### src/rtl/enable_tick_gen_pkg.sv
// enable_tick_gen shared definitions:
// FSM state encoding and divide-ratio clamp.
package enable_tick_gen_defs;

  typedef enum logic [1:0] {
    ST_IDLE = 2'd0,
    ST_RUN  = 2'd1,
    ST_HOLD = 2'd2
  } state_t;

  localparam int unsigned DIV_CLAMP = 1;

endpackage

### src/rtl/enable_tick_gen_prescaler.sv
// Tick prescaler: counts clocks between ticks
// and flags the terminal count (div_q - 1).
module tick_prescaler #(
  parameter int DIV_WIDTH = 16
) (
  input  logic                 clk,
  input  logic                 reset,
  input  logic                 clear,
  input  logic                 advance,
  input  logic [DIV_WIDTH-1:0] div_q,
  output logic                 terminal
);

  logic [DIV_WIDTH-1:0] cnt;

  assign terminal = (cnt == div_q - DIV_WIDTH'(1));

  always_ff @(posedge clk) begin
    if (reset || clear) begin
      cnt <= '0;
    end else if (advance) begin
      cnt <= terminal ? '0 : cnt + DIV_WIDTH'(1);
    end
  end

endmodule

### src/rtl/enable_tick_gen.sv
// Programmable-rate enable tick generator with
// start/stop/hold control and optional burst length.
module enable_tick_gen
  import enable_tick_gen_defs::*;
#(
  parameter int DIV_WIDTH   = 16,
  parameter int BURST_WIDTH = 16
) (
  input  logic                   clk,
  input  logic                   reset,
  input  logic                   i_start,
  input  logic                   i_stop,
  input  logic                   i_hold,
  input  logic [DIV_WIDTH-1:0]   i_div,
  input  logic [BURST_WIDTH-1:0] i_burst,
  output logic                   o_enable,
  output logic                   o_busy,
  output logic                   o_done,
  output logic [BURST_WIDTH-1:0] o_tick_count
);

  state_t state, state_nxt;

  logic [DIV_WIDTH-1:0]   div_q;
  logic [BURST_WIDTH-1:0] burst_q;
  logic [BURST_WIDTH-1:0] cnt_nxt;
  logic active, go, adv, term, fire, last;

  assign active  = (state == ST_RUN) || (state == ST_HOLD);
  assign go      = (state == ST_IDLE) && i_start && !i_stop;
  assign adv     = active && !i_stop && !i_hold;
  assign fire    = adv && term;
  assign cnt_nxt = o_tick_count + BURST_WIDTH'(1);
  assign last    = fire && (burst_q != '0)
                 && (cnt_nxt == burst_q);

  tick_prescaler #(
    .DIV_WIDTH (DIV_WIDTH)
  ) u_presc (
    .clk      (clk),
    .reset    (reset),
    .clear    (go),
    .advance  (adv),
    .div_q    (div_q),
    .terminal (term)
  );

  always_ff @(posedge clk) begin
    if (reset) state <= ST_IDLE;
    else       state <= state_nxt;
  end

  always_comb begin
    state_nxt = state;
    unique case (state)
      ST_IDLE: begin
        if (go) state_nxt = ST_RUN;
      end
      ST_RUN, ST_HOLD: begin
        unique case (1'b1)
          i_stop:             state_nxt = ST_IDLE;
          (i_hold && !i_stop): state_nxt = ST_HOLD;
          last:               state_nxt = ST_IDLE;
          default:            state_nxt = ST_RUN;
        endcase
      end
      default: state_nxt = ST_IDLE;
    endcase
  end

  // busy trails the state by one cycle so it
  // rises the edge after start and falls the
  // edge after the final tick or stop
  always_ff @(posedge clk) begin
    if (reset) begin
      o_enable     <= 1'b0;
      o_busy       <= 1'b0;
      o_done       <= 1'b0;
      o_tick_count <= '0;
      div_q        <= DIV_WIDTH'(DIV_CLAMP);
      burst_q      <= '0;
    end else begin
      o_enable <= fire;
      o_busy   <= active;
      o_done   <= last;
      if (go) begin
        div_q        <= (i_div == '0)
                      ? DIV_WIDTH'(DIV_CLAMP) : i_div;
        burst_q      <= i_burst;
        o_tick_count <= '0;
      end else if (fire) begin
        o_tick_count <= cnt_nxt;
      end
    end
  end

endmodule

### config.mk
export PLATFORM = sky130hd
export DESIGN_NAME = enable_tick_gen
export DESIGN_NICKNAME = d
export VERILOG_FILES = /design/src/rtl/enable_tick_gen_pkg.sv /design/src/rtl/enable_tick_gen_prescaler.sv /design/src/rtl/enable_tick_gen.sv
export SDC_FILE = /design/constraint.sdc
export NUM_CORES = 1
export LEC_CHECK = 0
export CELL_PAD_IN_SITES_DETAIL_PLACEMENT = 1
export CELL_PAD_IN_SITES_GLOBAL_PLACEMENT = 1
export CORE_ASPECT_RATIO = 1.2
export CORE_UTILIZATION = 23
export DETAILED_ROUTE_END_ITERATION = 7
export PLACE_DENSITY_LB_ADDON = 0.1
export SLEW_MARGIN = 20
export SYNTH_ARGS = -nofsm -noshare
export SYNTH_HDL_FRONTEND = slang
export SYNTH_SLANG_ARGS = --single-unit
### constraint.sdc
create_clock -name clk -period 2.9 [get_ports clk]
set_clock_uncertainty 0.05 [all_clocks]
set_input_delay 0.58 -clock clk [delete_from_list [all_inputs] [get_ports clk]]
set_output_delay 0.58 -clock clk [all_outputs]
set_load 0.005 [all_outputs]
## Yosys cells after proc, flatten, opt, wreduce, memory -nomap -nowiden

Index checks and enable logic that the tools add are counted.

| operators by class | value |
|---|---|
| eq/ne operators | 5 |
| add/subtract/negate cells | 3 |
| reduce and logical (&&, ||, !) cells | 18 |
| muxes and demuxes | 5 |

Operators with widths:

| kind | number |
|---|---|
| 16-bit by 1-bit adder with 16-bit output (second input constant) | 2 |
| 16-bit equality test | 2 |
| 16-bit two-way mux | 2 |
| 16-bit zero test | 1 |
| 16-bit nonzero test | 1 |
| 16-bit by 1-bit subtractor with 16-bit output (second input constant) | 1 |
| 1-bit logical AND | 8 |
| 2-bit one-hot mux with 2 select lines | 2 |
| 2-bit OR reduction | 3 |
| 2-bit by 1-bit equality test with 1-bit output (second input constant) | 1 |
| 2-bit equality test (second input constant) | 1 |
| 1-bit zero test | 2 |
| 2-bit zero test | 1 |
| 1-bit logical OR | 2 |
| 2-bit two-way mux | 1 |
| 2-bit by 1-bit inequality test with 1-bit output (second input constant) | 1 |

| word-level totals | value |
|---|---|
| register bits after elaboration | 69 |
| output and inout bits | 19 |
| word-level logic and storage cells | 39 |

## Longest topological paths before layout

Gate-level depths: netlist (run 1).

| logic depth | value |
|---|---|
| depth in word-level cells | 10 |
| mapped depth | 11 |
| gate-level depth less buffers | 9 |

## By module

From an unflattened synthesis (run 1), not the netlist that was laid out.

| second synthesis, totals | value |
|---|---|
| cell total of the unflattened synthesis | 492 |
| area, all modules | 3908.7 sq um |

By module, submodules not included:

| module | area an instance (sq um) | times used | sequential area each (sq um) | cells each |
|---|---|---|---|---|
| enable_tick_gen | 2580.0 | 1 | 1061.0 | 321 |
| tick_prescaler | 1328.8 | 1 | 320.3 | 171 |

## Worst setup path after synthesis (run 1)

No wires, ideal clock.

| timing path | value |
|---|---|
| kind | register to register |
| start | register div_q[0] |
| end | register o_tick_count[12] |
| buffers on the path | 1 |
| clock period less this slack | 2960 ps |
| setup time | 70 ps |
| cell stages (with the launch flop) | 11 |
| arrival time | 2840 ps |
| required time | 2780 ps |
| slack | -60 ps |
| cells stage by stage | dfxtp_1 > inv_1 > ha_1 > or4b_1 > nor3_4 > nand3_1 > a221o_1 > a2111o_1 > buf_2 > or4_1 > a21oi_1 |

| on the way | value |
|---|---|
| cells in the longest elaborated chain, start to end | 3 |

RTL lines:

| element | RTL line | RTL |
|---|---|---|
| start: declaration | enable_tick_gen.sv:24 | `logic [DIV_WIDTH-1:0] div_q;` |
| start signal: assignment | enable_tick_gen.sv:80 | `div_q <= DIV_WIDTH'(DIV_CLAMP);` |
| start signal: assignment | enable_tick_gen.sv:87 | `div_q <= (i_div == '0)` |
| 16-bit by 1-bit subtractor with 16-bit output | enable_tick_gen_prescaler.sv:16 | `assign terminal = (cnt == div_q - DIV_WIDTH'(1));` |
| 16-bit equality test | enable_tick_gen_prescaler.sv:16 |  |
| 1-bit logical AND | enable_tick_gen.sv:32 | `assign fire = adv && term;` |
| end signal: assignment | enable_tick_gen.sv:92 | `o_tick_count <= cnt_nxt;` |
| end: declaration | enable_tick_gen.sv:19 | `output logic [BURST_WIDTH-1:0] o_tick_count` |

Every way passes these cells.
A chain may end at the register's enable or synchronous reset.

## Worst setup path after layout (run 1)

| timing path | value |
|---|---|
| start | register div_q[0] |
| end | register o_tick_count[14] |

Same word-level chain as after synthesis.

==> reports/metrics.yaml, run 1 <==
setup_path:
  reg2reg_depth: 10
  path_max_fanout: 15
  worst_path_largest_cell_delay_ns: 0.48
  cp_num_buf_inv: 2
  cp-start-kind: "register"
  worst_ep_required_time_ns: 3.13
  worstSetupPathDepth: 10
  critPathSlowestCell: "or4b_4"
  critPathTopFamily: "simple AND/OR/NAND/NOR gates"
  arrival_ns: 3.23
  path_cells: "inv_2, ha_4, or4b_4, or3_4, a21oi_2, o2111ai_2, a2111o_1, buf_12, or4b_4, a21oi_2"
  worstSetupPathType: "reg -> reg"
  crit_start: "div_q[0]$_SDFFE_PP1P_"
  crit_path_end_kind: "register"
  r2r-start: "div_q[0]$_SDFFE_PP1P_"
synthesis:
  ys_seq_area_frac: 0.3486
  synth_fp_nets: 548
  yosys-top-cells-area: "dfxtp_1, nand2_1, a21oi_1"
  synth_top_flop_cell: "dfxtp_1"
  synthesis.area_sq_mm: 0.003963
  yosys.area.top_type: "dfxtp_1"
  synth_warnings: 0
  synth_top_area_share: 0.3486
  postSynthCellCount: 506
  avgSynthCellArea_sq_um: 7.831
  synth_cell_types: 61
  synth-seq-cells: 69
  synthArstFlopShare: 0
  synth_edf_count: 0
clocking:
  clk_pin_slew_ns: 0.06
  cts_root_buf: "clkbuf_16"
  hold_buffers: 0
  cts_tree: "built"
  cts_max_path_buffers: 2
  cts.sinks: 69
  cts_buffers: 9
  htree_levels: 3
  insertion_delay_ns: 0.34
die:
  rows: 52
  core_area_sq_mm: 0.01685
  die_w_microns: 121.8
  start_util: 0.2351
  die_y_microns: 145.8
  dieArea_sq_mm: 0.01776
  ios: 56
placed_design:
  dp_hpwl_microns: 10480
  io_buffer_count: 55
  place_area_sq_mm: 0.005006
  place_congestion: 0.7789
timing:
  rsz0062_at_grt: "true"
  period_share: 1.034
  fmax_mhz: 333.4
  drv_slew: 0
  relSlewSlack: 0.6153
  setup_slack_ns: -0.09927
  final-setup-viol-count: 28
  hold_violations: 0
  hold_slack_ns: 0.4385
  worst_pin_slew_ns: 0.5726
  fin_crit_ns: 2.999
power:
  p_switching_mw: 0.7018
  swShare: 0.2663
  total_power_mw: 2.635
  ir_worst_vdd_mv: 0.2369
  leakage_nw: 1.884
  p_per_area_mw_per_mm2: 472.4
  intPower_mw: 1.933
  seq_power_share: 0.381
  power_frac_comb: 0.157
  clockPowerShare: 0.462
detailed_routing:
  drt_iter0_markers: 142
  ant_nets: 0
  wl_met1_microns: 5792
  dr_wl_met3_microns: 339
  vias_per_cell: 4.995
  met2_length_microns: 7727
  drc_errors: 0
  vias: 4036
  drt_pass1_iterations: 4
  wire_per_inst_microns: 17.57
  highest_layer: "met4"
  wl_microns: 14200
status:
  status: "finished with violations"
  violations: "negative setup slack"
global_route:
  grt_overflow: 0
  grt_first_pass_wirelength_microns: 22450
  track_usage: 0.1643
  antenna_found_initial: 0
  grt_max_degree: 38
  grt_pass1_vias: 4310
layout:
  final.fill_count: 2015
  areaGrowthSynthToFinish_pct: 40.76
  finalNetCount: 629
  final_cell_area_sq_mm: 0.005578
  mostFrequentLayoutCell: "nand2_1"
  layout_common_cells: "nand2_1, dfxtp_1, clkdlybuf4s50_1"
  drive_gt1_frac: 0.1892
  n_antenna_cell: 0
min_path:
  hold_path_depth: 2
  min_path_type: "reg -> reg"
  worstHoldStart: "div_q[15]$_SDFFE_PP0P_"
job:
  drv_cap: 0
==> worst paths after layout <==
kind / slack [ns] / end
worst max-delay path: -0.1 / o_tick_count[14]$_SDFFE_PP0P_
worst min-delay path: 0.44 / div_q[15]$_SDFFE_PP0P_
worst max register to register: -0.1 / o_tick_count[14]$_SDFFE_PP0P_
worst min register to register: 0.44 / div_q[15]$_SDFFE_PP0P_
==> synthesized netlist by cell type (3+ instances only) <==
cell type	n
clkbuf_1	29
nand2_1	85
and3_1	6
o21ai_0	9
a21oi_1	54
nand4_1	12
nor3_1	9
or2_2	3
mux2i_1	3
xor2_1	20
a2111o_1	3
nand3_1	14
nor3b_1	3
or4_1	15
o31a_1	3
inv_1	9
nor2_1	33
nand2b_1	3
dfxtp_1	69
nor4_1	13
and4_1	3
ha_1	5
or3_1	9
xnor2_1	25
nor2b_1	7
o31ai_1	13
a31oi_1	6
==> timing repair <==
action                     in CTS  in global routing
gates cloned                    0                  3
setup buffers                   0                  1
gates resized for setup         1                 52
pin swaps                       0                 20
setup endpoints to repair      15                 31
==> state kept, by name, summed over array words and instances, names as in the netlist <==
signal and flops:
burst_q 16, o_busy 1, o_done 1, u_presc.cnt 16, div_q 16, o_tick_count 16, state 2, o_enable 1
==> worst reg2reg max path: stages (launching register included) <==
cell,delay (ns)
dfxtp_2,0.32
inv_2,0.06
ha_4,0.12
or4b_4,0.48
or3_4,0.40
a21oi_2,0.15
o2111ai_2,0.11
a2111o_1,0.44
buf_12,0.18
or4b_4,0.48
a21oi_2,0.14
==> per-stage QoR <==
stage / setup slack, ns / instances / util / TNS (ns)
after floorplan: 0.002576 / 506 / - / 0
after global placement: -0.02477 / 788 / 0.2971 / -0.2694
after detailed placement: -0.08216 / 788 / 0.2971 / -0.8675
after CTS: -0.1075 / 804 / 0.3165 / -1.181
after global routing: -0.1986 / 808 / 0.3310 / -4.436
final: -0.09927 / 808 / 0.3310 / -1.444
==> logic make-up (layout without fill, tap and decap cells) <==
group	after synthesis	after routing	synth area share
AOI/OAI and AO/OA	112	112	0.1813
xor gates and xnor gates	46	46	0.1055
adders and majority gates	5	5	0.01579
buffers and inverters	41	127	0.03947
DFF	69	69	0.3486
muxes	3	3	0.007578
and+or+nand+nor	230	230	0.3019
==> metal layers <==
layer	GRT usage	vias to the layer above
met4	0.06173	0
met1	0.1798	1982
li1	-	1985
met5	0	-
met3	0.03213	19
met2	0.3045	50
==> final cells by class <==
cell class | instances | area (sq um) | area share
clock buffers | 9 | 225.2 | 0.04038
clock inverters | 7 | 97.59 | 0.01750
inverters | 9 | 33.78 | 0.006057
multi-input cells | 396 | 2606 | 0.4672
flip-flops and latches | 69 | 1384 | 0.2481
well taps | 216 | 270.3 | 0.04845
repair buffers | 102 | 960.9 | 0.1723
==> power by group through the flow <==
stage	registers (mW)	clock network (mW)	logic, mW
CTS	1.01	1.26	0.368
global route	1.01	1.30	0.456
detailed placement	1.03	0	0.364
floorplan	1.02	0	0.200
finish	1.00	1.22	0.414
global placement	1.03	0	0.359
No activity file was read; power rests on OpenSTA's default activity.
==> run 2: changes to the inputs <==
--- a/config.mk
+++ b/config.mk
@@ -11,6 +11,7 @@
 export CORE_UTILIZATION = 23
 export DETAILED_ROUTE_END_ITERATION = 7
 export PLACE_DENSITY_LB_ADDON = 0.1
+export SKIP_LAST_GASP = 1
 export SLEW_MARGIN = 20
 export SYNTH_ARGS = -nofsm -noshare
 export SYNTH_HDL_FRONTEND = slang
==> run 2 against run 1 <==
  * The run still ends with negative setup slack left
  * Largest power group unchanged
  * Die area is the same
  * Power shrank 0.19%
  * Worst hold slack is the same
  * Cell area shrank 0.96%
  * Critical path depth is the same
  * Setup slack lost 0.015 ns
  * Via count shrank 0.25%
  * Clock power is essentially flat
  * Fmax shrank 0.49%
==> reports/metrics.yaml, run 2 (same netlist as run 1, synthesis figures left out) <==
setup_path:
  cp_num_buf_inv: 2
  critPathSlowestCell: "or4b_1"
  arrival_ns: 3.24
  path_cells: "inv_2, ha_4, or4b_4, or3_4, a21oi_2, o2111ai_2, a2111o_1, buf_12, or4b_1, a21oi_2"
  cp-start-kind: "register"
  critPathTopFamily: "simple AND/OR/NAND/NOR gates"
  reg2reg_slack_ns: -0.11
  reg2reg_depth: 10
  crit_path_end_kind: "register"
  r2r-start: "div_q[0]$_SDFFE_PP1P_"
  worst_ep_required_time_ns: 3.13
  worstSetupPathType: "reg -> reg"
  worst_path_largest_cell_delay_ns: 0.49
  cp_common_cell: "a21oi_2"
  crit_start: "div_q[0]$_SDFFE_PP1P_"
  worstSetupPathDepth: 10
  worstReg2RegEnd: "o_tick_count[14]$_SDFFE_PP0P_"
  crit_end: "o_tick_count[14]$_SDFFE_PP0P_"
  path_max_fanout: 15
placed_design:
  place_congestion: 0.7789
  pre_cts_ws_ns: -0.08216
  place_area_sq_mm: 0.005006
  io_buffer_count: 55
  dp_hpwl_microns: 10480
  dp.cells: 788
job:
  drv_cap: 0
clocking:
  htree_levels: 3
  insertion_delay_ns: 0.34
  cts_tree: "built"
  clk_pin_slew_ns: 0.06
  cts.sinks: 69
  cts_buffers: 9
  cts_max_path_buffers: 2
  cts_root_buf: "clkbuf_16"
die:
  rows: 52
  dieArea_sq_mm: 0.01776
  ios: 56
  die_y_microns: 145.8
  core_area_sq_mm: 0.01685
  start_util: 0.2351
  die_w_microns: 121.8
timing:
  fin_setup_tns_ns: -1.548
  final-setup-viol-count: 28
  period_share: 1.039
  relSlewSlack: 0.6135
  worst_pin_slew_ns: 0.5753
  hold_violations: 0
  setup_slack_ns: -0.1140
  fmax_mhz: 331.8
  hold_slack_ns: 0.4385
  rsz0062_at_grt: "true"
  fin_crit_ns: 3.014
  drv_slew: 0
layout:
  n_antenna_cell: 0
  drive_gt1_frac: 0.1655
  fin_util: 0.3278
  layoutNonFillerInstCount: 808
  areaGrowthSynthToFinish_pct: 39.41
  mostFrequentLayoutCell: "nand2_1"
  layout_common_cells: "nand2_1, dfxtp_1, clkdlybuf4s50_1"
  final_cell_area_sq_mm: 0.005524
  finalNetCount: 629
  final.fill_count: 2019
power:
  ir_worst_vdd_mv: 0.2362
  total_power_mw: 2.630
  p_per_area_mw_per_mm2: 476.1
  leakage_nw: 1.870
detailed_routing:
  drt_pass1_iterations: 4
  wl_microns: 14090
  vias: 4026
  wire_per_inst_microns: 17.44
  ant_nets: 0
  vias_per_cell: 4.983
  drc_errors: 0
  drt_iter0_markers: 121
global_route:
  grt_first_pass_wirelength_microns: 22450
  grt_max_degree: 38
  grt_pass1_vias: 4310
  track_usage: 0.1643
  antenna_found_initial: 0
  grt_overflow: 0
status:
  violations: "negative setup slack"
  status: "finished with violations"
min_path:
  min_path_type: "reg -> reg"
run 2: cell type report:
cell class	instances	area (sq um)	share of cell area
flip-flops and latches	69	1384	0.2505
clock inverters	7	97.59	0.01767
multi-input cells	396	2552	0.4621
clock buffers	9	225.2	0.04077
repair buffers	102	960.9	0.1740
well taps	216	270.3	0.04892
inverters	9	33.78	0.006116
run 2: timing repair:
action                                  CTS  global route
setup buffers                             0             1
pin swaps                                 0            16
gates resized for setup                   1            38
endpoints found under the hold margin     0             0
gates cloned                              0             3
hold buffers                              0             0
endpoints found under the setup margin   15            31
run 2: routing by layer:
layer | vias up | global-route usage | part of all wire
li1 | 1987 | - | -
met1 | 1968 | 0.1798 | 0.41
met3 | 19 | 0.03213 | 0.024
met2 | 52 | 0.3045 | 0.54
met4 | 0 | 0.06173 | 0.024
met5 | - | 0 | 0
run 2: worst min path at each step:
| stage | start | to | cells after the start |
|---|---|---|---|
| after floorplan | div_q[15]$_SDFFE_PP0P_ | div_q[15]$_SDFFE_PP0P_ | 2 |
| after global placement | burst_q[6]$_SDFFE_PP0P_ | burst_q[6]$_SDFFE_PP0P_ | 2 |
| after detailed placement | burst_q[6]$_SDFFE_PP0P_ | burst_q[6]$_SDFFE_PP0P_ | 2 |
| after CTS | burst_q[6]$_SDFFE_PP0P_ | burst_q[6]$_SDFFE_PP0P_ | 2 |
| after global routing | div_q[15]$_SDFFE_PP0P_ | div_q[15]$_SDFFE_PP0P_ | 2 |
| final | div_q[15]$_SDFFE_PP0P_ | div_q[15]$_SDFFE_PP0P_ | 2 |
run 2: worst min-delay path, delay by kind of cell, from the launching register on:
family	cells	cell delay (ns)
flip-flops	1	0.33
AO/OA/AOI/OAI	1	0.05
AND/OR/NAND/NOR	1	0.06
run 2: where the power goes:
group / internal, mW / total, mW / leakage [nW] / switching (mW)
Sequential: 0.973 / 1.00 / 0.560 / 0.0311
Combinational: 0.204 / 0.411 / 1.16 / 0.207
Clock: 0.756 / 1.21 / 0.152 / 0.459
Total: 1.93 / 2.63 / 1.87 / 0.697
==> run 3: changes to the inputs <==
--- a/config.mk
+++ b/config.mk
@@ -5,11 +5,12 @@
 export SDC_FILE = /design/constraint.sdc
 export NUM_CORES = 1
 export LEC_CHECK = 0
-export CELL_PAD_IN_SITES_DETAIL_PLACEMENT = 1
+export CELL_PAD_IN_SITES_DETAIL_PLACEMENT = 0
 export CELL_PAD_IN_SITES_GLOBAL_PLACEMENT = 1
 export CORE_ASPECT_RATIO = 1.2
 export CORE_UTILIZATION = 23
 export DETAILED_ROUTE_END_ITERATION = 7
+export GPL_ROUTABILITY_DRIVEN = 0
 export PLACE_DENSITY_LB_ADDON = 0.1
 export SKIP_LAST_GASP = 1
 export SLEW_MARGIN = 20
==> run 3 against run 2 <==
  * Via count shrank 1.2%
  * Critical path type unchanged
  * Clock power shrank 5%
  * Utilization shrank 0.34 points
  * The run still ends with negative setup slack left
  * Register-to-register slack gained 0.03 ns
  * Cell count is the same
==> reports/metrics.yaml, run 3 (same netlist as run 1, synthesis figures left out) <==
timing:
  worst_pin_slew_ns: 0.5404
  hold_violations: 0
  fin_crit_ns: 2.982
  setup_slack_ns: -0.08180
  fmax_mhz: 335.4
  fin_setup_tns_ns: -1.370
  relSlewSlack: 0.6370
  period_share: 1.028
  final-setup-viol-count: 26
  rsz0062_at_grt: "true"
  drv_slew: 0
  hold_slack_ns: 0.4351
layout:
  seq_area_sq_mm: 0.001384
  layout_common_cells: "nand2_1, dfxtp_1, clkdlybuf4s50_1"
  drive_gt1_frac: 0.1571
  finalNetCount: 629
  mostFrequentLayoutCell: "nand2_1"
  multi_input_area_sq_mm: 0.002511
  final.fill_count: 1824
  fin_util: 0.3244
  areaGrowthSynthToFinish_pct: 37.95
  n_antenna_cell: 0
detailed_routing:
  wl_microns: 13550
  drt_iter0_markers: 180
  wire_per_inst_microns: 16.77
  drt_pass1_iterations: 4
  vias: 3976
  vias_per_cell: 4.921
  drc_errors: 0
  ant_nets: 0
die:
  die_y_microns: 145.8
  dieArea_sq_mm: 0.01776
  rows: 52
  ios: 56
  core_area_sq_mm: 0.01685
  start_util: 0.2351
  die_w_microns: 121.8
setup_path:
  arrival_ns: 3.20
  r2r-start: "div_q[0]$_SDFFE_PP1P_"
  critPathSlowestCell: "or4b_4"
  path_max_fanout: 15
  worst_ep_required_time_ns: 3.12
  path_cells: "inv_2, ha_4, or4b_4, nor3_4, nand3_1, a221o_1, a2111o_1, buf_12, or4_1, a21oi_1"
  cp-start-kind: "register"
  crit_path_end_kind: "register"
  worst_path_largest_cell_delay_ns: 0.48
  worstSetupPathType: "reg -> reg"
  cp_num_buf_inv: 2
  critPathTopFamily: "simple AND/OR/NAND/NOR gates"
  crit_start: "div_q[0]$_SDFFE_PP1P_"
  reg2reg_slack_ns: -0.08
status:
  violations: "negative setup slack"
  status: "finished with violations"
clocking:
  insertion_delay_ns: 0.34
  cts_root_buf: "clkbuf_16"
  cts_max_path_buffers: 2
  cts_tree: "built"
  clk_pin_slew_ns: 0.06
  cts.sinks: 69
  cts_buffers: 9
  htree_levels: 3
placed_design:
  pre_cts_ws_ns: -0.06369
  dp_hpwl_microns: 9889
  io_buffer_count: 55
power:
  ir_worst_vdd_mv: 0.2710
  leakage_nw: 1.863
  p_per_area_mw_per_mm2: 469.1
global_route:
  track_usage: 0.1541
  grt_overflow: 0
  grt_first_pass_wirelength_microns: 20930
  grt_pass1_vias: 3918
  grt_max_degree: 38
  antenna_found_initial: 0
min_path:
  worstHoldStart: "burst_q[6]$_SDFFE_PP0P_"
  min_path_type: "reg -> reg"
job:
  drv_cap: 0
[run 3: changes by cell type in the layout (fill, tap and decap cells not counted), sizes merged]
cell / previous run / this run
inv: 10 / 9
clkbuf: 10 / 12
bufinv: 2 / 1
[run 3: report_power, final]
part	internal (mW)	total, mW	switching, mW
Sequential	0.974	1.00	0.0312
Combinational	0.201	0.405	0.204
Clock	0.712	1.15	0.442
[run 3: repair_timing]
item	4_1_cts	5_1_grt
cloned	0	3
resized for setup	0	29
hold buffers	0	0
pin swaps	0	14
endpoints found under the setup margin	14	31
setup buffers	0	1
[run 3: path summary, 6_finish.rpt]
| kind | endpoint | cells past startpoint |
|---|---|---|
| worst min-delay path | burst_q[6]$_SDFFE_PP0P_ | 2 |
| worst min register to register | burst_q[6]$_SDFFE_PP0P_ | 2 |
| worst max-delay path | o_tick_count[7]$_SDFFE_PP0P_ | 10 |
| worst max register to register | o_tick_count[7]$_SDFFE_PP0P_ | 10 |
[run 3: cell type report]
cell class,count,area share
sequential,69,0.2531
clock inverter,5,0.01076
clock buffer,11,0.04623
timing repair buffer,102,0.1749
inverter,9,0.006180
tap,216,0.04944
multi-input combinational,396,0.4594
[run 3: worst register-to-register path: stages (launching register included)]
cell,delay (ns)
dfxtp_2,0.32
inv_2,0.06
ha_4,0.12
or4b_4,0.48
nor3_4,0.18
nand3_1,0.10
a221o_1,0.35
a2111o_1,0.45
buf_12,0.18
or4_1,0.47
a21oi_1,0.15
[run 3: through the flow]
stage	power, mW	cell area (sq um)	cells
after floorplan	1.218	3976	506
after global placement	1.385	5006	788
after detailed placement	1.388	5006	788
after CTS	2.572	5318	804
after global routing	2.691	5466	808
final	2.564	5466	808
[run 3: metal layers]
metal  wire length, microns  share of wire  vias to the layer above  track usage
li1                       -              -                     1995            -
met1                   5578           0.41                     1884       0.1710
met2                   7080           0.52                       71       0.2751
met3                    433          0.032                       26      0.02978
met4                    457          0.034                        0      0.07531
met5                      0              0                        -            0
